`config.mk`:
```
export PLATFORM = sky130hd
export DESIGN_NAME = dual_counter_sched
export DESIGN_NICKNAME = d
export VERILOG_FILES = /design/src/rtl/dual_counter_sched_pkg.sv /design/src/rtl/rr_arb2.sv /design/src/rtl/dual_counter_sched.sv
export SDC_FILE = /design/constraint.sdc
export NUM_CORES = 1
export LEC_CHECK = 0
export ABC_AREA = 1
export CAP_MARGIN = 20
export CORE_MARGIN = 3
export CORE_UTILIZATION = 45
export DETAILED_ROUTE_END_ITERATION = 8
export HOLD_SLACK_MARGIN = 0.05
export PLACE_DENSITY = 0.81
export SLEW_MARGIN = 20
export SYNTH_ARGS = -nofsm -noshare
export SYNTH_HDL_FRONTEND = slang
export SYNTH_SLANG_ARGS = --single-unit
```
`constraint.sdc`:
```
create_clock -name clk -period 7.6 [get_ports clk]
set_clock_uncertainty 0.05 [all_clocks]
set_input_delay 0.76 -clock clk [delete_from_list [all_inputs] [get_ports clk]]
set_output_delay 0.76 -clock clk [all_outputs]
set_load 0.03 [all_outputs]
```
`src/rtl/dual_counter_sched_pkg.sv`:
```
// Shared definitions for the dual counter scheduler: channel state type,
// one-hot grant encodings and the default count width.
package dual_counter_sched_pkg;

  localparam int unsigned DEFAULT_WIDTH = 8;

  typedef enum logic [1:0] {
    IDLE = 2'd0,
    RUN  = 2'd1,
    DONE = 2'd2
  } ch_state_e;

  localparam logic [1:0] GNT_NONE = 2'b00;
  localparam logic [1:0] GNT_CH0  = 2'b01;
  localparam logic [1:0] GNT_CH1  = 2'b10;

endpackage

```
`src/rtl/rr_arb2.sv`:
```
// Two-requester round-robin arbiter. The grant is combinational from the
// request vector; only the "last granted" pointer is registered. Out of reset
// the pointer says ch1 was served last, so ch0 wins the first contention.
module rr_arb2
  import dual_counter_sched_pkg::*;
(
  input  logic       clk,
  input  logic       reset,
  input  logic [1:0] req_i,
  output logic [1:0] gnt_o
);

  // last_q = 1'b1 means ch1 held the incrementer most recently
  logic last_q;
  logic last_d;

  // Grant selection: a lone requester wins, contention goes to the one not served last
  always_comb begin
    gnt_o = GNT_NONE;
    case (req_i)
      2'b01:   gnt_o = GNT_CH0;
      2'b10:   gnt_o = GNT_CH1;
      2'b11:   gnt_o = last_q ? GNT_CH0 : GNT_CH1;
      default: gnt_o = GNT_NONE;
    endcase
  end

  // Pointer next-state: move only when a grant is actually issued
  always_comb begin
    last_d = last_q;
    if (gnt_o == GNT_CH0) begin
      last_d = 1'b0;
    end else if (gnt_o == GNT_CH1) begin
      last_d = 1'b1;
    end else begin
      last_d = last_q;
    end
  end

  // Pointer register with synchronous reset favouring ch0
  always_ff @(posedge clk) begin
    if (reset) begin
      last_q <= 1'b1;
    end else begin
      last_q <= last_d;
    end
  end

endmodule

```
`src/rtl/dual_counter_sched.sv`:
```
// Two 8-bit up-counter channels sharing a single incrementer. Each channel
// runs IDLE -> RUN -> DONE -> IDLE; rr_arb2 picks which RUN channel owns the
// incrementer each cycle.
// Optional feature macro: DUAL_COUNTER_SCHED_ABORT_EN adds abort0/abort1,
// which return a running channel to IDLE without a done pulse.
module dual_counter_sched
  import dual_counter_sched_pkg::*;
#(
  parameter int unsigned WIDTH = DEFAULT_WIDTH
) (
  input  logic             clk,
  input  logic             reset,
  input  logic             start0,
  input  logic [WIDTH-1:0] target0,
  input  logic             start1,
  input  logic [WIDTH-1:0] target1,
`ifdef DUAL_COUNTER_SCHED_ABORT_EN
  input  logic             abort0,
  input  logic             abort1,
`endif
  output logic [WIDTH-1:0] count0,
  output logic [WIDTH-1:0] count1,
  output logic             busy0,
  output logic             busy1,
  output logic             done0,
  output logic             done1,
  output logic [1:0]       grant
);

  localparam logic [WIDTH-1:0] ZERO = {WIDTH{1'b0}};
  localparam logic [WIDTH-1:0] ONE  = {{(WIDTH-1){1'b0}}, 1'b1};

  ch_state_e        state_q  [2];
  ch_state_e        state_d  [2];
  logic [WIDTH-1:0] count_q  [2];
  logic [WIDTH-1:0] count_d  [2];
  logic [WIDTH-1:0] tgt_q    [2];
  logic [WIDTH-1:0] tgt_d    [2];
  logic [WIDTH-1:0] target_s [2];

  logic [1:0]       start_s;
  logic [1:0]       abort_s;
  logic [1:0]       req_s;
  logic [1:0]       gnt_s;
  logic [WIDTH-1:0] inc_in_s;
  logic [WIDTH-1:0] inc_out_s;

  assign start_s     = {start1, start0};
  assign target_s[0] = target0;
  assign target_s[1] = target1;

`ifdef DUAL_COUNTER_SCHED_ABORT_EN
  assign abort_s = {abort1, abort0};
`else
  assign abort_s = 2'b00;
`endif

  // Requests: a channel in RUN asks for the incrementer unless it is aborting
  always_comb begin
    req_s = 2'b00;
    for (int ch = 0; ch < 2; ch++) begin
      req_s[ch] = (state_q[ch] == RUN) && !abort_s[ch];
    end
  end

  rr_arb2 u_arb (
    .clk   (clk),
    .reset (reset),
    .req_i (req_s),
    .gnt_o (gnt_s)
  );

  // Shared incrementer: operand is the count of whichever channel holds the grant
  always_comb begin
    inc_in_s = count_q[0];
    if (gnt_s == GNT_CH1) begin
      inc_in_s = count_q[1];
    end else begin
      inc_in_s = count_q[0];
    end
    inc_out_s = inc_in_s + ONE;
  end

  // Per-channel next-state, count and latched-target logic
  always_comb begin
    for (int ch = 0; ch < 2; ch++) begin
      state_d[ch] = state_q[ch];
      count_d[ch] = count_q[ch];
      tgt_d[ch]   = tgt_q[ch];
      case (state_q[ch])
        IDLE: begin
          if (start_s[ch]) begin
            count_d[ch] = ZERO;
            tgt_d[ch]   = target_s[ch];
            if (target_s[ch] == ZERO) begin
              state_d[ch] = DONE;
            end else begin
              state_d[ch] = RUN;
            end
          end else begin
            state_d[ch] = IDLE;
          end
        end
        RUN: begin
          if (abort_s[ch]) begin
            state_d[ch] = IDLE;
          end else if (gnt_s[ch]) begin
            count_d[ch] = inc_out_s;
            if (inc_out_s == tgt_q[ch]) begin
              state_d[ch] = DONE;
            end else begin
              state_d[ch] = RUN;
            end
          end else begin
            state_d[ch] = RUN;
          end
        end
        DONE: begin
          state_d[ch] = IDLE;
        end
        default: begin
          state_d[ch] = IDLE;
        end
      endcase
    end
  end

  // Channel state, count and target registers with synchronous reset
  always_ff @(posedge clk) begin
    for (int ch = 0; ch < 2; ch++) begin
      if (reset) begin
        state_q[ch] <= IDLE;
        count_q[ch] <= ZERO;
        tgt_q[ch]   <= ZERO;
      end else begin
        state_q[ch] <= state_d[ch];
        count_q[ch] <= count_d[ch];
        tgt_q[ch]   <= tgt_d[ch];
      end
    end
  end

  assign count0 = count_q[0];
  assign count1 = count_q[1];
  assign busy0  = (state_q[0] == RUN);
  assign busy1  = (state_q[1] == RUN);
  assign done0  = (state_q[0] == DONE);
  assign done1  = (state_q[1] == DONE);
  assign grant  = gnt_s;

endmodule
```
==> results of run 1 <==
==> cell usage in the layout (no fill, tap or decap) <==
master                            count
sky130_fd_sc_hd__xor2_1               4
sky130_fd_sc_hd__o21ai_2              1
sky130_fd_sc_hd__inv_2                3
sky130_fd_sc_hd__nor2_4               1
sky130_fd_sc_hd__nand3b_1             4
sky130_fd_sc_hd__nand2_2              6
sky130_fd_sc_hd__o21ai_0             19
sky130_fd_sc_hd__clkinv_2             1
sky130_fd_sc_hd__clkdlybuf4s50_1     41
sky130_fd_sc_hd__nor4_1               4
sky130_fd_sc_hd__nand2_1             96
sky130_fd_sc_hd__dfxtp_1             37
sky130_fd_sc_hd__o21bai_1             1
sky130_fd_sc_hd__nand3_2              3
sky130_fd_sc_hd__nand4_1              1
sky130_fd_sc_hd__a21oi_1             28
sky130_fd_sc_hd__inv_1               33
sky130_fd_sc_hd__nand3_1             24
sky130_fd_sc_hd__nor2_1              29
sky130_fd_sc_hd__ha_1                 3
sky130_fd_sc_hd__a21oi_2              3
sky130_fd_sc_hd__nand2_4              2
sky130_fd_sc_hd__nor2_2               3
sky130_fd_sc_hd__or2_0                1
sky130_fd_sc_hd__clkbuf_8             7
sky130_fd_sc_hd__o21ai_1              1
==> kinds of logic after synthesis <==
kind of cell	after synthesis
XOR/XNOR	4
adder cells (fa/ha/maj)	3
AND/OR/NAND/NOR	174
flip-flops	37
buffers and inverters	42
AO/OA/AOI/OAI	53
==> worst min-delay path, stage by stage, from the launching register on <==
cell                      delay [ps]
sky130_fd_sc_hd__dfxtp_1         310
sky130_fd_sc_hd__inv_1            60
sky130_fd_sc_hd__a21oi_1          50
==> worst min path at each step <==
| stage | from | to | slack [ps] | cells after the start |
|---|---|---|---|---|
| after floorplan | tgt_q[0][0] | tgt_q[0][0] | 390 | 2 |
| after global placement | tgt_q[0][5] | tgt_q[0][5] | 410 | 2 |
| after detailed placement | tgt_q[0][5] | tgt_q[0][5] | 420 | 2 |
| after CTS | tgt_q[0][5] | tgt_q[0][5] | 430 | 2 |
| after global routing | tgt_q[0][0] | tgt_q[0][0] | 450 | 2 |
| final | tgt_q[0][5] | tgt_q[0][5] | 430 | 2 |
==> metal layers <==
layer  share of wire, %  global-route usage [%]  up-vias
met4                2.4                   8.652        0
met1                 43                   26.71     1005
met3                6.9                   3.283       15
met2                 47                   34.36       71
met5                  0                       0        -
li1                   -                       -     1084
==> area by class of cell <==
class	count	area (µm²)	share of cell area [%]
Clock buffer	7	96.34	3.731
Clock inverter	1	5.005	0.1938
Multi-Input combinational cell	234	1132	43.85
Tap cell	50	62.56	2.422
Inverter	36	135.1	5.233
Sequential cell	37	740.7	28.68
Timing Repair Buffer	41	410.4	15.89
==> flip-flops by register name (all words and copies together), names as in the netlist <==
name,count
tgt_q,16
state_q,4
count_q,16
u_arb.last_q,1
==> power by group <==
group	leakage, nW	total, mW	internal (mW)	switching, mW
Sequential	0.303	0.215	0.206	0.00900
Combinational	0.743	0.110	0.0404	0.0698
Clock	0.0542	0.153	0.0820	0.0710
Total	1.10	0.479	0.329	0.150
==> parameters.txt, run 1 <==
Parameter                              Value

Layout
  Final net count    378
  Diodes inserted    0
  Finished layout cell area    2582 µm²
  Non-Filler Instances    406
  Final Core Density    61.89%
  Area overhead of the layout relative to synthesis    26.70%
  Total of fill cells in the finished design    approximately 390
  Share of final-layout standard cells stronger than drive strength 1    8.427%

Floorplan
  Number of top-level pins    42
  Area of the die    5373 µm²
  FP Rows    23
  Die boundary width    73.30 µm
  Core region area    4173 µm²
  Initial Utilization    48.85%
  Overall die height    between 70 and 80 µm

Power
  Maximum ir drop on the vdd rail    0.0001040 V
  Static leakage    1.100 nW
  Power per standard cell area    185.3 nW/µm²
  Power Total    0.4786 mW

Setup path
  Critical path endpoint    state_q[0][0]
  Start of the worst register-to-register path    state_q[1][0]
  Length in cells of the worst reg-to-reg path    18
  Slowest CP cell    sky130_fd_sc_hd__ha_1
  Endpoint of the lowest-slack register-to-register path    state_q[0][0]
  Most common cell type on the critical path    sky130_fd_sc_hd__nand2_1
  Top Family by Delay on Critical Path    simple AND/OR/NAND/NOR gates
  Data required time of the critical path    7700 ps
  Critical path type    reg -> reg
  Worst reg-to-reg setup slack    4280 ps
  Maximum fanout along the worst path    13
  Setup crit end kind    register
  Chain of cells forming the critical path    inv_1, nor2_2, nand2_1, inv_1, ha_1, inv_2, nand2_1, nand2_2, ha_1, xor2_1, nor2_1, nand3_1, nor2_1, nand2_1, nor2_1, nand3_2, nand2_1, a21oi_2
  Crit path DAT    3420 ps
  CP Buf/Inv Count    3
  Launching instance or port of the critical path    state_q[1][0]
  Critical path depth in cells    18
  Startpoint type of the worst setup path    register
  Max stage delay on crit path    510 ps

Detailed routing
  Router iterations before antenna repair    4
  1st-iter DRT viols    130
  Antenna-violating nets left    0
  Routed length per placed instance    12.98 µm
  Vias per std cell    5.357
  Number of DRC violations after detailed routing    0
  Total via count after detailed routing    2,175
  Total length of routed wires    5268 µm

Timing
  Fin. max-slew vios    0
  Crit path setup slack, layout    4277 ps
  Rel. slew slack    46.60%
  Actual transition at the worst max-transition pin    798.5 ps
  RSZ-0062 raised after global routing    false
  Final critical delay including setup and external delays    3323 ps
  Finish-stage setup viols    0
  Final period util    43.72%
  Setup TNS Final    0 ps
  Final hold slack    427.0 ps
  Highest achievable clock rate    301.0 MHz
  Final hold viol count    0

Logic synthesis
  Mean instance size in the synthesized netlist    between 6 and 7 µm²
  Fraction of post-synthesis cell area in the top cell type by area    around 36%
  Dominant cell type by area after synthesis    sky130_fd_sc_hd__dfxtp_1
  Synthesized area    2038 µm²
  Area contributors post-synth    sky130_fd_sc_hd__dfxtp_1 36%, sky130_fd_sc_hd__nand2_1 18%, sky130_fd_sc_hd__a21oi_1 6.9%
  Seq/Total Area, Yosys    a little over a third
  Nets in the synthesized netlist    336
  Synthesis warning total    0
  Most used standard cells in the synthesized netlist    96 x sky130_fd_sc_hd__nand2_1, 37 x sky130_fd_sc_hd__dfxtp_1, 33 x sky130_fd_sc_hd__inv_1
  EDFF count, synth    0
  Post-synthesis share of cell area spent on full adders, half adders and majority gates    under 10%
  Number of distinct library cells after synthesis    26
  Post-Synth XOR/XNOR Area    1.719%
  Synthesized instance count    313
  Prevailing post-synth register cell    sky130_fd_sc_hd__dfxtp_1
  Simple-gate area share of the yosys netlist    38.12%
  Post-synthesis compound-gate area fraction    13.87%
  Flip-flop and latch count after synthesis    37
  Largest family of logic cells by synthesized area    simple AND/OR/NAND/NOR gates
  Share of async-settable or async-resettable flops after synthesis    0%
  Most common cell in the netlist    sky130_fd_sc_hd__nand2_1
  Post-synthesis mux area share    0%

Placement
  Area of placed instances    2481 µm²
  Placed cells    398
  HPWL after detailed placement    4107 µm
  Port Buffer Count    41
  Placer congestion estimate    roughly 0.95
  Post-Place Worst Slack    between 4000 and 5000 ps

Clock tree
  Number of buffers inserted during clock tree synthesis    5
  Clock input transition at the sequential cells of the worst setup and hold paths    70 ps
  Deepest level of the CTS H-tree    2
  Clock latency on the worst-skew pair    300 ps
  TritonCTS clock tree    built
  Num Clock Sinks    37
  Number of gates resized after cts    0
  Count of hold-fix buffers inserted at cts    0
  Clock tree root buffer cell    sky130_fd_sc_hd__clkbuf_8
  Number of buffers added for setup after CTS    0
  Maximum clock path buffer count    2

Worst hold path
  Worst Hold Class    reg -> reg

Global routing
  Global route total overflow    0
  Global routing usage summed across all routing layers    20.73%
  Number of antenna violations at the first check in global routing    0
  Wire length of the first global-routing pass    8680 µm
  Vias in the first global route    ~2,000
  Maximum number of pins on one net before global-route repair    21

Run
  Reported max-cap violation count    0

Outcome
  Status    finished clean
No activity file was read; power rests on OpenSTA's default activity.
==> run 2: changes to the inputs <==
==> constraint.sdc (replaced) <==
create_clock -name clk -period 3.25 [get_ports clk]
set_clock_uncertainty 0.05 [all_clocks]
set_input_delay 0.325 -clock clk [delete_from_list [all_inputs] [get_ports clk]]
set_output_delay 0.325 -clock clk [all_outputs]
set_load 0.03 [all_outputs]
==> parameters.txt, run 2 (same netlist as run 1, synthesis figures left out) <==
Parameter                              Value

Outcome
  Status    finished clean

Layout
  Diodes inserted    0
  Register Area    approximately 740 µm²
  Total of fill cells in the finished design    approximately 370
  Final Core Density    a little over three fifths
  Most common library cell in the layout ignoring fill and taps    sky130_fd_sc_hd__nand2_1
  Footprint of the multi-input gates    between 1000 and 1500 µm²
  Final net count    381
  Commonest non-fill, non-tap cells in the layout    96 x sky130_fd_sc_hd__nand2_1, 41 x sky130_fd_sc_hd__clkdlybuf4s50_1, 37 x sky130_fd_sc_hd__dfxtp_1
  Largest registers    count_q x16, tgt_q x16, state_q x4
  Area overhead of the layout relative to synthesis    29.34%
  Share of final-layout standard cells stronger than drive strength 1    9.471%

Power
  Static leakage    1.119 nW
  Power per standard cell area    452.2 nW/µm²
  Maximum ir drop on the vdd rail    0.0003098 V

Floorplan
  FP Rows    23
  Overall die height    73.30 µm
  Die boundary width    73.30 µm
  Core region area    approximately 4200 µm²
  Initial Utilization    48.85%
  Number of top-level pins    42
  Area of the die    roughly 5400 µm²

Timing
  Finish-stage setup viols    0
  Final hold slack    423.4 ps
  Final period util    between 80% and 90%
  Final hold viol count    0
  Fin. max-slew vios    0
  Rel. slew slack    50.24%
  Highest achievable clock rate    344.5 MHz
  Final critical delay including setup and external delays    2903 ps
  Setup TNS Final    0 ps
  Actual transition at the worst max-transition pin    about 740 ps
  RSZ-0062 raised after global routing    false

Run
  Reported max-cap violation count    0

Setup path
  Setup crit end kind    register
  Maximum fanout along the worst path    13
  Startpoint type of the worst setup path    register
  Length in cells of the worst reg-to-reg path    18
  Crit path DAT    3030 ps
  Launching instance or port of the critical path    state_q[1][0]
  Start of the worst register-to-register path    state_q[1][0]
  Data required time of the critical path    3380 ps
  Critical path type    reg -> reg

Detailed routing
  Met2 wire len    2517 µm
  Routed metal-1 wirelength    2433 µm
  1st-iter DRT viols    163
  Met3 routed WL    between 300 and 400 µm
  Number of DRC violations after detailed routing    0
  Antenna-violating nets left    0
  Routed length per placed instance    13.14 µm
  Highest Signal Layer    met4
  Total length of routed wires    5373 µm
  Router iterations before antenna repair    4
  Total via count after detailed routing    2,114
  Vias per std cell    roughly 5.2

Placement
  HPWL after detailed placement    4094 µm
  Port Buffer Count    41
  Placer congestion estimate    0.9580

Clock tree
  Clock latency on the worst-skew pair    a little under 300 ps
  Number of buffers added for setup after CTS    0
  Deepest level of the CTS H-tree    2
  Maximum clock path buffer count    2
  Number of buffers inserted during clock tree synthesis    5
  Num Clock Sinks    37
  Clock input transition at the sequential cells of the worst setup and hold paths    80 ps
  TritonCTS clock tree    built
  Clock tree root buffer cell    sky130_fd_sc_hd__clkbuf_8

Worst hold path
  Worst Hold Class    reg -> reg
  Cell depth of the worst hold path    2
  Launch instance of the worst min-delay path    tgt_q[0][5]

Global routing
  Global route total overflow    0
  Number of antenna violations at the first check in global routing    0
  Vias in the first global route    around 2,000
  Global routing usage summed across all routing layers    around 22%
  Wire length of the first global-routing pass    9039 µm
  Maximum number of pins on one net before global-route repair    21
## run 2: cell types whose count changed in the layout (fill, tap and decap cells not counted), sizes merged
cell,before,now
bufinv,0,1
clkinv,1,0
clkinvlp,0,1
clkbuf,7,6
buf,0,3
## run 2: worst paths after layout
kind	end	slack (ps)
max	state_q[0][0]	350
min	tgt_q[0][5]	420
max reg2reg	state_q[0][0]	350
min reg2reg	tgt_q[0][5]	420
## run 2: power by group
part	switching, mW	leakage (nW)	internal (mW)	total, mW
Combinational	0.166	0.758	0.102	0.268
Clock	0.171	0.0574	0.250	0.420
Sequential	0.0212	0.303	0.483	0.504
## run 2: final cells by class
cell class / count / area share, %
clock inverters: 2 / 1.424
inverters: 36 / 5.126
repair buffers: 44 / 16.42
multi-input cells: 234 / 43.43
clock buffers: 6 / 3.132
well taps: 50 / 2.373
flip-flops and latches: 37 / 28.10
## run 2: metal layers
layer / up-vias / track usage, %
met5: - / 0
met4: 0 / 7.847
met3: 15 / 4.241
met2: 64 / 35.85
met1: 938 / 28.68
li1: 1097 / -
## run 2: worst max-delay path, stage by stage (launching register included)
cell,delay [ps]
sky130_fd_sc_hd__dfxtp_1,370
sky130_fd_sc_hd__inv_1,60
sky130_fd_sc_hd__nor2_2,230
sky130_fd_sc_hd__nand2_1,150
sky130_fd_sc_hd__inv_1,130
sky130_fd_sc_hd__ha_4,230
sky130_fd_sc_hd__inv_2,90
sky130_fd_sc_hd__nand2_1,80
sky130_fd_sc_hd__nand2_2,80
sky130_fd_sc_hd__ha_1,370
sky130_fd_sc_hd__xor2_1,170
sky130_fd_sc_hd__nor2_1,120
sky130_fd_sc_hd__nand3_1,100
sky130_fd_sc_hd__nor2_1,110
sky130_fd_sc_hd__nand2_1,60
sky130_fd_sc_hd__nor2_1,120
sky130_fd_sc_hd__nand3_2,110
sky130_fd_sc_hd__nand2_1,100
sky130_fd_sc_hd__a21oi_2,50
## run 2: what timing repair did
action,in CTS,in global routing
setup endpoints to repair,0,4
gates resized for setup,0,2
hold buffers,0,0
## run 2: metrics by stage
| stage | setup WS [ps] | std cells | instance area (µm²) | power [mW] |
|---|---|---|---|---|
| floorplan | 75.70 | 313 | 2038 | 0.6787 |
| CTS | 128.9 | 409 | 2624 | 1.191 |
| global placement | 212.7 | 401 | 2504 | 0.7728 |
| detailed placement | 170.0 | 401 | 2504 | 0.7752 |
| finish | 347.0 | 409 | 2636 | 1.192 |
| global route | 72.96 | 409 | 2636 | 1.256 |
==> run 3: changes to the inputs <==
--- a/config.mk
+++ b/config.mk
@@ -5,7 +5,6 @@
 export SDC_FILE = /design/constraint.sdc
 export NUM_CORES = 1
 export LEC_CHECK = 0
-export ABC_AREA = 1
 export CAP_MARGIN = 20
 export CORE_MARGIN = 3
 export CORE_UTILIZATION = 45
==> parameters.txt, run 3 <==
Parameter                              Value

Outcome
  Status    finished clean

Logic synthesis
  Mean instance size in the synthesized netlist    8.350 µm²
  Synthesized area    2046 µm²
  Synthesized instance count    245
  EDFF count, synth    0
  Area contributors post-synth    sky130_fd_sc_hd__dfxtp_1 36%, sky130_fd_sc_hd__nand2_1 9.7%, sky130_fd_sc_hd__a21oi_1 7.6%
  Most common cell in the netlist    sky130_fd_sc_hd__nand2_1
  Number of distinct library cells after synthesis    39
  Flip-flop and latch count after synthesis    37
  Share of async-settable or async-resettable flops after synthesis    0%
  Prevailing post-synth register cell    sky130_fd_sc_hd__dfxtp_1
  Seq/Total Area, Yosys    36.21%
  Dominant cell type by area after synthesis    sky130_fd_sc_hd__dfxtp_1
  Synthesis warning total    0
  Nets in the synthesized netlist    between 200 and 300
  Most used standard cells in the synthesized netlist    53 x sky130_fd_sc_hd__nand2_1, 37 x sky130_fd_sc_hd__dfxtp_1, 31 x sky130_fd_sc_hd__a21oi_1
  Fraction of post-synthesis cell area in the top cell type by area    between 30% and 40%

Power
  Power Internal    0.8112 mW
  Sequential Power Share    between 40% and 50%
  Share of total power in combinational logic    ~22%
  Maximum ir drop on the vdd rail    0.0002679 V
  Switch Pwr    ~0.31 mW
  Switching share of power    between 20% and 30%
  Static leakage    1.036 nW
  Clock power share    34.0%
  Power per standard cell area    ~410 nW/µm²

Floorplan
  Initial Utilization    48.69%
  Area of the die    between 5000 and 6000 µm²
  FP Rows    23
  Number of top-level pins    42
  Die boundary width    73.43 µm
  Core region area    approximately 4200 µm²
  Overall die height    73.43 µm

Setup path
  Length in cells of the worst reg-to-reg path    12
  Data required time of the critical path    3420 ps
  Setup crit end kind    register
  Start of the worst register-to-register path    state_q[1][1]
  Maximum fanout along the worst path    8
  Critical path type    reg -> reg
  Worst reg-to-reg setup slack    140 ps
  Endpoint of the lowest-slack register-to-register path    state_q[1][1]
  Startpoint type of the worst setup path    register
  Crit path DAT    around 3300 ps
  Launching instance or port of the critical path    state_q[1][1]

Clock tree
  Clock tree root buffer cell    sky130_fd_sc_hd__clkbuf_8
  Deepest level of the CTS H-tree    2
  Number of buffers inserted during clock tree synthesis    5
  Maximum clock path buffer count    2
  Clock input transition at the sequential cells of the worst setup and hold paths    70 ps
  Num Clock Sinks    37
  Clock latency on the worst-skew pair    between 200 and 300 ps
  TritonCTS clock tree    built
  Count of hold-fix buffers inserted at cts    0

Global routing
  Number of antenna violations at the first check in global routing    0
  Vias in the first global route    1,751
  Wire length of the first global-routing pass    approximately 8000 µm
  Maximum number of pins on one net before global-route repair    38
  Global route total overflow    0
  Global routing usage summed across all routing layers    roughly 20%

Timing
  Crit path setup slack, layout    144.6 ps
  RSZ-0062 raised after global routing    false
  Final period util    95.55%
  Fin. max-slew vios    0
  Actual transition at the worst max-transition pin    580.7 ps
  Rel. slew slack    61.19%
  Highest achievable clock rate    322.0 MHz
  Finish-stage setup viols    0
  Setup TNS Final    0 ps
  Final hold slack    415.3 ps
  Final hold viol count    0
  Final critical delay including setup and external delays    3105 ps

Layout
  Share of final-layout standard cells stronger than drive strength 1    13.99%
  Diodes inserted    0
  Non-Filler Instances    343
  Largest registers    count_q x16, tgt_q x16, state_q x4
  Final net count    about 320
  Most common library cell in the layout ignoring fill and taps    sky130_fd_sc_hd__nand2_1
  Area overhead of the layout relative to synthesis    33.95%
  Total of fill cells in the finished design    345
  Commonest non-fill, non-tap cells in the layout    53 x sky130_fd_sc_hd__nand2_1, 41 x sky130_fd_sc_hd__clkdlybuf4s50_1, 36 x sky130_fd_sc_hd__dfxtp_1

Placement
  Placer congestion estimate    0.8986
  Port Buffer Count    41
  Post-Place Worst Slack    130.6 ps
  Placed cells    ~330
  HPWL after detailed placement    3947 µm

Worst hold path
  Cell depth of the worst hold path    2
  End point of the worst hold path    tgt_q[0][3]
  Worst Hold Class    reg -> reg
  Launch instance of the worst min-delay path    tgt_q[0][3]

Detailed routing
  Router iterations before antenna repair    5
  Routed length per placed instance    15.21 µm
  Number of DRC violations after detailed routing    0
  Total length of routed wires    5217 µm
  Antenna-violating nets left    0
  1st-iter DRT viols    between 150 and 200
  Total via count after detailed routing    1,904
  Vias per std cell    5.551

Run
  Reported max-cap violation count    0
## run 3: area by class of cell
cell class	count	area [µm²]	share of cell area, %
multi-input combinational	190	1297	47.35
sequential	37	742.0	27.08
timing repair buffer	54	508.0	18.54
clock buffer	5	68.82	2.511
tap	50	62.56	2.283
clock inverter	2	35.03	1.279
inverter	5	26.28	0.9589
## run 3: worst max path at each step
stage,endpoint,slack (ps),depth (start not counted)
after global placement,state_q[1][1],190,11
final,state_q[1][1],140,12
after detailed placement,state_q[1][1],130,12
after CTS,state_q[1][1],70,10
after global routing,state_q[1][1],40,12
after floorplan,state_q[1][1],-50,16
## run 3: kinds of logic after synthesis
group,Yosys count,synth area share [%]
AO/OA/AOI/OAI,41,11.56
XOR/XNOR,27,13.94
adder cells (fa/ha/maj),3,1.835
buffers and inverters,18,4.403
flip-flops,37,36.21
multiplexers,9,5.871
AND/OR/NAND/NOR,110,26.18
## run 3: metal layers
layer	share of wire, %	global-route usage (%)	up-vias	wire [µm]
met4	1.6	8.249	0	86
li1	-	-	936	-
met3	7.0	3.830	8	366
met5	0	0	-	0
met1	45	26.20	876	2353
met2	46	31.88	84	2410
## run 3: power by group through the flow
| stage | Combinational, mW | Clock [mW] | Sequential (mW) |
|---|---|---|---|
| 3_3_place_gp | 0.242 | 0 | 0.504 |
| 5_1_grt | 0.268 | 0.409 | 0.498 |
| 3_5_place_dp | 0.243 | 0 | 0.505 |
| 4_1_cts | 0.245 | 0.388 | 0.494 |
| 6_report | 0.248 | 0.383 | 0.495 |
| 2_1_floorplan | 0.164 | 0 | 0.506 |
## run 3: metrics by stage
step           total power [mW]  util, %  area [µm²]
6_report                  1.126    65.22        2740
4_1_cts                   1.127    63.91        2685
3_3_place_gp             0.7465    61.44        2581
5_1_grt                   1.175    65.22        2740
3_5_place_dp             0.7476    61.44        2581
2_1_floorplan            0.6704        -        2130
## run 3: timing repair
action / CTS / global route
setup endpoints to repair: 0 / 1
endpoints found under the hold margin: 0 / 0
buffers inserted: 0 / 4
resized for setup: 0 / 4
## run 3: worst max-delay path, stage by stage, from the launching register on
cell	delay, ps
sky130_fd_sc_hd__dfxtp_1	350
sky130_fd_sc_hd__nand2b_2	240
sky130_fd_sc_hd__a21o_4	230
sky130_fd_sc_hd__inv_8	80
sky130_fd_sc_hd__ha_4	200
sky130_fd_sc_hd__mux2_2	370
sky130_fd_sc_hd__ha_4	200
sky130_fd_sc_hd__nand4_1	130
sky130_fd_sc_hd__nand2_1	130
sky130_fd_sc_hd__xnor2_2	170
sky130_fd_sc_hd__xor2_1	160
sky130_fd_sc_hd__or4_1	490
sky130_fd_sc_hd__a211oi_2	220
